`src/rtl/sccb_arbiter_if.sv`:
```
// rtl/sccb_arbiter_if.sv - requester/SCCB-master bundle for the two-port SCCB write arbiter
//
// Purpose: groups every signal between sccb_arbiter and its surroundings.
// The two requesters and the shared SCCB master sit on one side; the arbiter sits on the other.
// Port summary:
//   Requester side, into the arbiter:
//     req[1:0]              level write request; bit i belongs to requester i
//     chip_addr_in[15:0]    {req1, req0} chip address bytes
//     sub_addr_in[15:0]     {req1, req0} sub-address bytes
//     w_data_in[15:0]       {req1, req0} write data bytes
//   Requester side, out of the arbiter:
//     grant[1:0]            one-hot current owner
//     ack[1:0]              one-cycle write-complete pulse
//     err[1:0]              one-cycle write-timeout pulse
//   SCCB master side, out of the arbiter:
//     m_start               one-cycle start pulse
//     m_addr                chip address with the R/W bit forced to 0
//     m_subaddr             sub-address
//     m_w_data              write data
//   SCCB master side, into the arbiter:
//     m_done                transaction-complete pulse
//     m_busy                busy level
//   Modport master is the arbiter. Modport slave is the environment.

interface sccb_arbiter_if;
    logic [1:0]  req;
    logic [15:0] chip_addr_in;
    logic [15:0] sub_addr_in;
    logic [15:0] w_data_in;
    logic [1:0]  grant;
    logic [1:0]  ack;
    logic [1:0]  err;
    logic        m_start;
    logic [7:0]  m_addr;
    logic [7:0]  m_subaddr;
    logic [7:0]  m_w_data;
    logic        m_done;
    logic        m_busy;

    modport master (
        input  req, chip_addr_in, sub_addr_in, w_data_in, m_done, m_busy,
        output grant, ack, err, m_start, m_addr, m_subaddr, m_w_data
    );

    modport slave (
        output req, chip_addr_in, sub_addr_in, w_data_in, m_done, m_busy,
        input  grant, ack, err, m_start, m_addr, m_subaddr, m_w_data
    );
endinterface

```
`src/rtl/sccb_arbiter.sv`:
```
// rtl/sccb_arbiter.sv - round-robin arbiter sharing one SCCB write master between two requesters
//
// Purpose: the arbiter picks one requester, latches that requester's bytes, and starts the master.
// It waits for m_done, acknowledges the winner, and then releases the bus.
// Optional macro SCCB_ARB_TIMEOUT_EN adds a WAIT timeout. The timeout length is TIMEOUT_CYCLES.
// On a timeout the arbiter pulses err to the winner.
// Ports:
//   clk    system clock, rising edge
//   reset  asynchronous, active-high reset
//   bus    sccb_arbiter_if.master; see that file for the signal list

module sccb_arbiter #(
    parameter logic [19:0] TIMEOUT_CYCLES = 20'd1000000
) (
    input  logic           clk,
    input  logic           reset,
    sccb_arbiter_if.master bus
);

    typedef enum logic [2:0] {
        IDLE,
        ARB,
        ISSUE,
        WAIT,
        RELEASE
    } state_t;

    state_t     r_state;
    state_t     w_state_nxt;
    logic       r_winner;       // 0 = requester 0, 1 = requester 1
    logic       w_winner_nxt;
    logic       r_last;         // requester served most recently
    logic       w_last_nxt;
    logic [1:0] r_grant;
    logic [1:0] w_grant_nxt;
    logic [1:0] r_ack;
    logic [1:0] w_ack_nxt;
    logic       w_pick;
    logic       w_load;
    logic [7:0] r_m_addr;
    logic [7:0] r_m_subaddr;
    logic [7:0] r_m_w_data;
    logic [7:0] w_addr_sel;
    logic [7:0] w_sub_sel;
    logic [7:0] w_data_sel;

`ifdef SCCB_ARB_TIMEOUT_EN
    localparam logic [19:0] TO_LAST = TIMEOUT_CYCLES - 20'd1;
    logic [19:0] r_cnt;
    logic [1:0]  r_err;
    logic [1:0]  w_err_nxt;
`endif

    // Both requesters set: the one not served last wins. A lone request wins outright.
    always_comb begin
        w_pick = ~r_last;
        case (bus.req)
            2'b01:   w_pick = 1'b0;
            2'b10:   w_pick = 1'b1;
            default: w_pick = ~r_last;
        endcase
    end

    assign w_addr_sel = w_pick ? bus.chip_addr_in[15:8] : bus.chip_addr_in[7:0];
    assign w_sub_sel  = w_pick ? bus.sub_addr_in[15:8]  : bus.sub_addr_in[7:0];
    assign w_data_sel = w_pick ? bus.w_data_in[15:8]    : bus.w_data_in[7:0];

    always_comb begin
        w_state_nxt  = r_state;
        w_winner_nxt = r_winner;
        w_last_nxt   = r_last;
        w_grant_nxt  = r_grant;
        w_ack_nxt    = 2'b00;
        w_load       = 1'b0;
`ifdef SCCB_ARB_TIMEOUT_EN
        w_err_nxt    = 2'b00;
`endif
        case (r_state)
            IDLE: begin
                if (bus.req != 2'b00 && !bus.m_busy)
                    w_state_nxt = ARB;
            end
            ARB: begin
                // A request that vanished before arbitration is dropped silently.
                if (bus.req == 2'b00) begin
                    w_state_nxt = IDLE;
                end else begin
                    w_winner_nxt = w_pick;
                    w_grant_nxt  = w_pick ? 2'b10 : 2'b01;
                    w_load       = 1'b1;
                    w_state_nxt  = ISSUE;
                end
            end
            ISSUE: begin
                w_state_nxt = WAIT;
            end
            WAIT: begin
                // m_done takes priority over a timeout landing on the same cycle.
                if (bus.m_done) begin
                    w_ack_nxt   = r_winner ? 2'b10 : 2'b01;
                    w_state_nxt = RELEASE;
                end
`ifdef SCCB_ARB_TIMEOUT_EN
                else if (r_cnt == TO_LAST) begin
                    w_err_nxt   = r_winner ? 2'b10 : 2'b01;
                    w_state_nxt = RELEASE;
                end
`endif
            end
            RELEASE: begin
                w_grant_nxt = 2'b00;
                w_last_nxt  = r_winner;
                w_state_nxt = IDLE;
            end
            default: begin
                w_state_nxt = IDLE;
            end
        endcase
    end

    always_ff @(posedge clk or posedge reset) begin
        if (reset) begin
            r_state     <= IDLE;
            r_winner    <= 1'b0;
            r_last      <= 1'b1;
            r_grant     <= 2'b00;
            r_ack       <= 2'b00;
            r_m_addr    <= 8'h00;
            r_m_subaddr <= 8'h00;
            r_m_w_data  <= 8'h00;
        end else begin
            r_state  <= w_state_nxt;
            r_winner <= w_winner_nxt;
            r_last   <= w_last_nxt;
            r_grant  <= w_grant_nxt;
            r_ack    <= w_ack_nxt;
            // The master bytes only change on an ARB win. They hold through the whole transaction.
            if (w_load) begin
                r_m_addr    <= w_addr_sel & 8'hFE;
                r_m_subaddr <= w_sub_sel;
                r_m_w_data  <= w_data_sel;
            end
        end
    end

`ifdef SCCB_ARB_TIMEOUT_EN
    // The counter reads 0 on the first WAIT cycle. It advances once per WAIT cycle.
    always_ff @(posedge clk or posedge reset) begin
        if (reset) begin
            r_cnt <= 20'd0;
            r_err <= 2'b00;
        end else begin
            r_err <= w_err_nxt;
            if (r_state == WAIT)
                r_cnt <= r_cnt + 20'd1;
            else
                r_cnt <= 20'd0;
        end
    end

    assign bus.err = r_err;
`else
    assign bus.err = 2'b00;
`endif

    assign bus.grant     = r_grant;
    assign bus.ack       = r_ack;
    assign bus.m_start   = (r_state == ISSUE);
    assign bus.m_addr    = r_m_addr;
    assign bus.m_subaddr = r_m_subaddr;
    assign bus.m_w_data  = r_m_w_data;

endmodule

```
`src/flat_wrapper.sv`:
```
// flat-port wrapper written by rule: the top's interface ports become plain ports
module sccb_arbiter_flat 
#(
    parameter logic [19:0] TIMEOUT_CYCLES = 20'd1000000
)
  (clk, reset, bus_req, bus_chip_addr_in, bus_sub_addr_in, bus_w_data_in, bus_m_done, bus_m_busy, bus_grant, bus_ack, bus_err, bus_m_start, bus_m_addr, bus_m_subaddr, bus_m_w_data);
  sccb_arbiter_if bus_i ();
  input  logic clk;
  input  logic reset;
  input wire logic [$bits(bus_i.req)-1:0] bus_req;
  input wire logic [$bits(bus_i.chip_addr_in)-1:0] bus_chip_addr_in;
  input wire logic [$bits(bus_i.sub_addr_in)-1:0] bus_sub_addr_in;
  input wire logic [$bits(bus_i.w_data_in)-1:0] bus_w_data_in;
  input wire logic [$bits(bus_i.m_done)-1:0] bus_m_done;
  input wire logic [$bits(bus_i.m_busy)-1:0] bus_m_busy;
  output wire logic [$bits(bus_i.grant)-1:0] bus_grant;
  output wire logic [$bits(bus_i.ack)-1:0] bus_ack;
  output wire logic [$bits(bus_i.err)-1:0] bus_err;
  output wire logic [$bits(bus_i.m_start)-1:0] bus_m_start;
  output wire logic [$bits(bus_i.m_addr)-1:0] bus_m_addr;
  output wire logic [$bits(bus_i.m_subaddr)-1:0] bus_m_subaddr;
  output wire logic [$bits(bus_i.m_w_data)-1:0] bus_m_w_data;
  assign bus_i.req = bus_req;
  assign bus_i.chip_addr_in = bus_chip_addr_in;
  assign bus_i.sub_addr_in = bus_sub_addr_in;
  assign bus_i.w_data_in = bus_w_data_in;
  assign bus_i.m_done = bus_m_done;
  assign bus_i.m_busy = bus_m_busy;
  assign bus_grant = bus_i.grant;
  assign bus_ack = bus_i.ack;
  assign bus_err = bus_i.err;
  assign bus_m_start = bus_i.m_start;
  assign bus_m_addr = bus_i.m_addr;
  assign bus_m_subaddr = bus_i.m_subaddr;
  assign bus_m_w_data = bus_i.m_w_data;
  sccb_arbiter #(.TIMEOUT_CYCLES(TIMEOUT_CYCLES)) u_core (.clk(clk), .reset(reset), .bus(bus_i));
endmodule
```
`config.mk`:
```
export PLATFORM = sky130hd
export DESIGN_NAME = sccb_arbiter_flat
export DESIGN_NICKNAME = d
export VERILOG_FILES = /design/src/rtl/sccb_arbiter_if.sv /design/src/rtl/sccb_arbiter.sv /design/src/flat_wrapper.sv
export SDC_FILE = /design/constraint.sdc
export NUM_CORES = 1
export LEC_CHECK = 0
export ABC_AREA = 1
export CAP_MARGIN = 10
export CORE_AREA = 2 2 113 60
export CTS_BUF_LIST = sky130_fd_sc_hd__clkbuf_4 sky130_fd_sc_hd__clkbuf_8
export DETAILED_ROUTE_END_ITERATION = 8
export DIE_AREA = 0 0 115 62
export SLEW_MARGIN = 20
export SYNTH_ARGS = -nofsm -noshare
export SYNTH_HDL_FRONTEND = slang
export SYNTH_SLANG_ARGS = --single-unit
```
`constraint.sdc`:
```
create_clock -name clk -period 1.2 [get_ports clk]
set_input_delay 0.24 -clock clk [delete_from_list [all_inputs] [get_ports clk]]
set_output_delay 0.24 -clock clk [all_outputs]
set_load 0.01 [all_outputs]
```
Yosys cells after proc, flatten, opt, wreduce, memory -nomap -nowiden
Cells that the tools add are included.
- register bits after elaboration: 32
- logic and storage cells: 44
- bits of input ports: 54
- equal/unequal tests: 9
- bitwise operators: 2
- mux-type cells: 16
- reductions and logical operators: 9
- operators with widths (operator ; count):
    8-bit two-way mux ; 3
    2-bit two-way mux ; 6
    3-bit one-hot mux with 4 select lines ; 1
    3-bit by 2-bit == test with 1-bit output (second input constant) ; 2
    3-bit two-way mux ; 2
    2-bit AND reduction ; 3
    2-bit inequality test (second input constant) ; 2
    2-bit one-hot mux with 2 select lines ; 1
    2-bit nonzero test ; 2
    3-bit by 1-bit == test with 1-bit output (second input constant) ; 1
    3-bit == test (second input constant) ; 1
    3-bit logical NOT ; 1
    2-bit by 1-bit == test with 1-bit output (second input constant) ; 1
    2-bit == test (second input constant) ; 1
    2-bit logical NOT ; 1
    1-bit two-way mux ; 2
    2-bit by 1-bit inequality test with 1-bit output (second input constant) ; 1
    1-bit NOT ; 2
    1-bit one-hot mux with 2 select lines ; 1
    1-bit logical AND ; 1
    1-bit logical NOT ; 1

Logic depth before layout (Yosys ltp)
- depth in word-level cells: 5
- depth in mapped cells: 8
- mapped depth without buffers: 8

Worst setup path after synthesis
OpenSTA, ideal clock, no wires.
- path type: input to register
- start point: input bus_req[0]
- end point: register u_core.r_m_subaddr[1] (netlist: u_core.bus.m_subaddr[1])
- path buffers: 1
- slack: -0.044 ns
- arrival time: 1.127 ns
- data required time: 1.083 ns
- library setup time: 0.117 ns
- stages: 7
- cell sequence: inv_1 ha_1 nand2_1 buf_2 nand3b_1 nand3_2 nand2_1
- word-level cells in the longest chain between the ends: 3
- elaborated cells between the ends (all ways): 7
- those cells by class: eq/ne: 2; mux: 4; reduce/logical: 1
- ends and longest elaborated chain (item ; RTL line ; RTL):
    from (decl) ; flat_wrapper.sv:10 ; input wire logic [$bits(bus_i.req)-1:0] bus_req;
    2-bit == test (tied with other cells) ; sccb_arbiter.sv:57 ; case (bus.req)
    1-bit one-hot mux with 2 select lines / 1-bit two-way mux (equally long branches) ; sccb_arbiter.sv:57, sccb_arbiter.sv:85 ;
    8-bit two-way mux / 1-bit two-way mux (equally long branches) ; sccb_arbiter.sv:65, sccb_arbiter.sv:78 ;
    to (signal assigned) ; sccb_arbiter.sv:140 ; r_m_subaddr <= w_sub_sel;
    to (decl) ; sccb_arbiter.sv:41 ; logic [7:0] r_m_subaddr;
Several ways; a longest one is shown, not always the timed one.
A chain may end at the register's enable or synchronous reset.

Worst setup path after layout
- start point: register u_core.r_state[0]
- end point: output bus_m_start
- word-level cells in the longest chain between the ends: 1
- ends and longest elaborated chain (item ; RTL line ; RTL):
    from (decl) ; sccb_arbiter.sv:28 ; state_t r_state;
    from (signal assigned) ; sccb_arbiter.sv:132 ; r_state <= w_state_nxt;
    3-bit by 2-bit == test with 1-bit output ; sccb_arbiter.sv:168 ; assign bus.m_start = (r_state == ISSUE);
    to (decl) ; flat_wrapper.sv:19 ; output wire logic [$bits(bus_i.m_start)-1:0] bus_m_start;
No other way between the ends.

==> impl_metrics.toml <==
[worst_setup_path]
cp_max_fo = 2
worstSetupPathType = "flop to output pin"
worst_ep_required_time_ns = 0.96
crit_path_start_kind = "flop"
crit_arrival_ns = 1.04
cp-end-kind = "output pin"

[timing]
timing.hold.ws_ns = 0.318
skew_ns = 0.00232
worst_slack_ns = -0.0832
rsz0062_at_grt = "true"
min_period_ns = 1.28
fmax_mhz = 779
final-setup-viol-count = 27
finalHoldViolations = 0
drv_slew = 0
fin_crit_sh_pct = 107

[final_layout]
drive_gt1_share_pct = 32.7
n_fill_cell = 594
final_nets = 394
areaGrowthSynthToFinish_pct = 83.3
final_util_pct = 54.5
diodes = 0
instances_no_fill = 419

[clock_network]
h-tree-depth = 2
cts_buffer_depth = 2
cts_sinks = 32
cts_hold_buf = 0
clkLatencyLatePin_ns = 0.28
cts-buffers-inserted = 5
root_buffer = "clkbuf_8"
clkTransAtPathRegs_ns = 0.07
cts_tree = "built"

[yosys]
ys.flop_type = "dfrtp_1"
synth.most_common_cell = "nand2_1"
ys_seq_elements = 32
synth_cells = 235
synthArstFlopShare_pct = 100
synth_common_cells = "59 x nand2_1, 48 x nand3_1, 37 x inv_1, 31 x dfrtp_1, 23 x nand3b_1"
synth.area.top_cells = "dfrtp_1 41%, nand3_1 13%, nand2_1 12%"
synth_cell_type_count = 19
synth_top_cell_by_area = "dfrtp_1"
yosys_warnings = 0
synth.top_cell.area_share_pct = 41.4
syn_area_per_cell_um2 = 7.98
syn-cell-area_mm2 = 0.00187
synth-edff-count = 0
yosysSeqAreaShare_pct = 42.8

[pwr]
power.leakage_nw = 1.67
p_clk_share_pct = 13.6
power.share.combinational_pct = 57.6
share_seq_of_total_power_pct = 28.8
vdd_ir_drop_max_v = 0.000604
swShare_pct = 39.2
fin_total_pwr_mw = 6.66
power.density_mw_per_mm2 = 1940
switchingPower_mw = 2.61
intPower_mw = 4.05

[placed_design]
dp_cells = 400
port-buffer-count = 79
gp_congestion = 0.815
place_ws_ns = -0.561
dp_hpwl_um = 4190

[routing]
viasPerCell = 4.57
ant_nets = 0
drc = 0
drt-total-wl_um = 6310
first_pass_iters = 4
first_iter_violations = 84
wire_per_inst_um = 15.1
vias = 1914

[floorplan]
start_util_pct = 29.7
dieArea_mm2 = 0.00713
die_w_um = 115
io-pin-count = 85
die_y_um = 62
num_rows = 21
core_mm2 = 0.00631

[worst_hold_path]
hold_class = "input pin to async pin"

[global_routing]
grt_pass1_vias = 1937
grt-busiest-layer = "met2"
antenna_found_initial = 0
grtUsageMet1_pct = 26.6
grtUsageMet3_pct = 6.11
grt_pass1_wl_um = 9870
grt_usage_pct = 18.6
met2_usage_pct = 27.6
overflow = 0
grt_max_degree = 33

[run]
maxCapViolCount = 0

[run_status]
violations = "negative setup slack"
outcome = "finished, violations left"
worst max-delay path, cell delays in order, from the launching register on:
cell,delay (ns)
dfrtp_1,0.39
nor2_2,0.13
nand2_1,0.07
inv_1,0.06
buf_2,0.12
power groups by stage:
stage               logic (mW)  clock network [mW]  registers (mW)
floorplan                 1.42                   0            2.08
global placement          3.18                   0            1.91
detailed placement        3.24                   0            1.90
CTS                       3.75               0.931            1.91
global route              4.18               0.986            1.97
finish                    3.84               0.905            1.92
flip-flops by register name, summed over array words and instances, names as in the netlist:
name / flops
u_core.bus.m_subaddr: 8
u_core.bus.grant: 2
u_core.bus.m_w_data: 8
u_core.r_winner: 1
u_core.r_state: 3
u_core.bus.m_addr: 7
u_core.bus.ack: 2
u_core.r_last: 1
layout by cell type, fill, tap and decap left out, drive strengths merged, types with 7 or more instances in the layout:
cell type	instances
nand2	60
nand3	52
clkdlybuf4s50	49
inv	37
dfrtp	31
buf	31
nand3b	23
clkdlybuf4s15	21
clkbuf	13
nor2	7
metal layers:
metal  routed length (um)  vias up
met1                 3150      912
met5                    0        -
met4                   21        0
met3                  417        2
li1                     -      947
met2                 2730       53
final timing paths:
path	startpoint	end	slack [ns]	cells past startpoint
worst max-delay path	u_core.r_state[0]	bus_m_start	-0.08	4
worst max register to register	u_core.r_state[2]	u_core.bus.m_subaddr[5]	-0.07	7
worst min-delay path	reset	u_core.bus.m_subaddr[6]	0.32	3
max in group asynchronous	reset	u_core.r_last	0.63	3
min in group clk	u_core.r_winner	u_core.bus.ack[0]	0.44	1
worst min register to register	u_core.r_winner	u_core.bus.ack[0]	0.44	1
area by class of cell:
| cell class | count | area [um^2] | area share [%] |
|---|---|---|---|
| repair buffers | 109 | 1200 | 34.9 |
| multi-input cells | 153 | 1090 | 31.9 |
| flip-flops and latches | 32 | 802 | 23.3 |
| inverters | 37 | 144 | 4.19 |
| well taps | 80 | 100 | 2.91 |
| clock buffers | 8 | 97.6 | 2.84 |
kinds of logic (layout without fill, tap and decap cells):
logic type | Yosys count | count (layout) | share of synthesized area [%]
AO/OA/AOI/OAI | 3 | 3 | 0.801
adder cells (fa/ha/maj) | 2 | 2 | 1.33
buffers and inverters | 52 | 154 | 15.9
flip-flops | 32 | 32 | 42.8
other | 1 | 3 | 0.200
AND/OR/NAND/NOR | 145 | 145 | 39.0
timing repair:
item	in CTS	in global routing
buffers inserted	6	2
pin swaps	38	6
gates cloned	5	0
setup endpoints to repair	55	46
gates resized for setup	115	29
through the flow:
step	instance area [um^2]	TNS, ns
after floorplan	1910	0
final	3440	-1.31
after global routing	3440	-2.96
after CTS	3380	-0.946
after global placement	2880	-14.24
after detailed placement	2880	-14.33
Power figures use the tool's default switching activity.
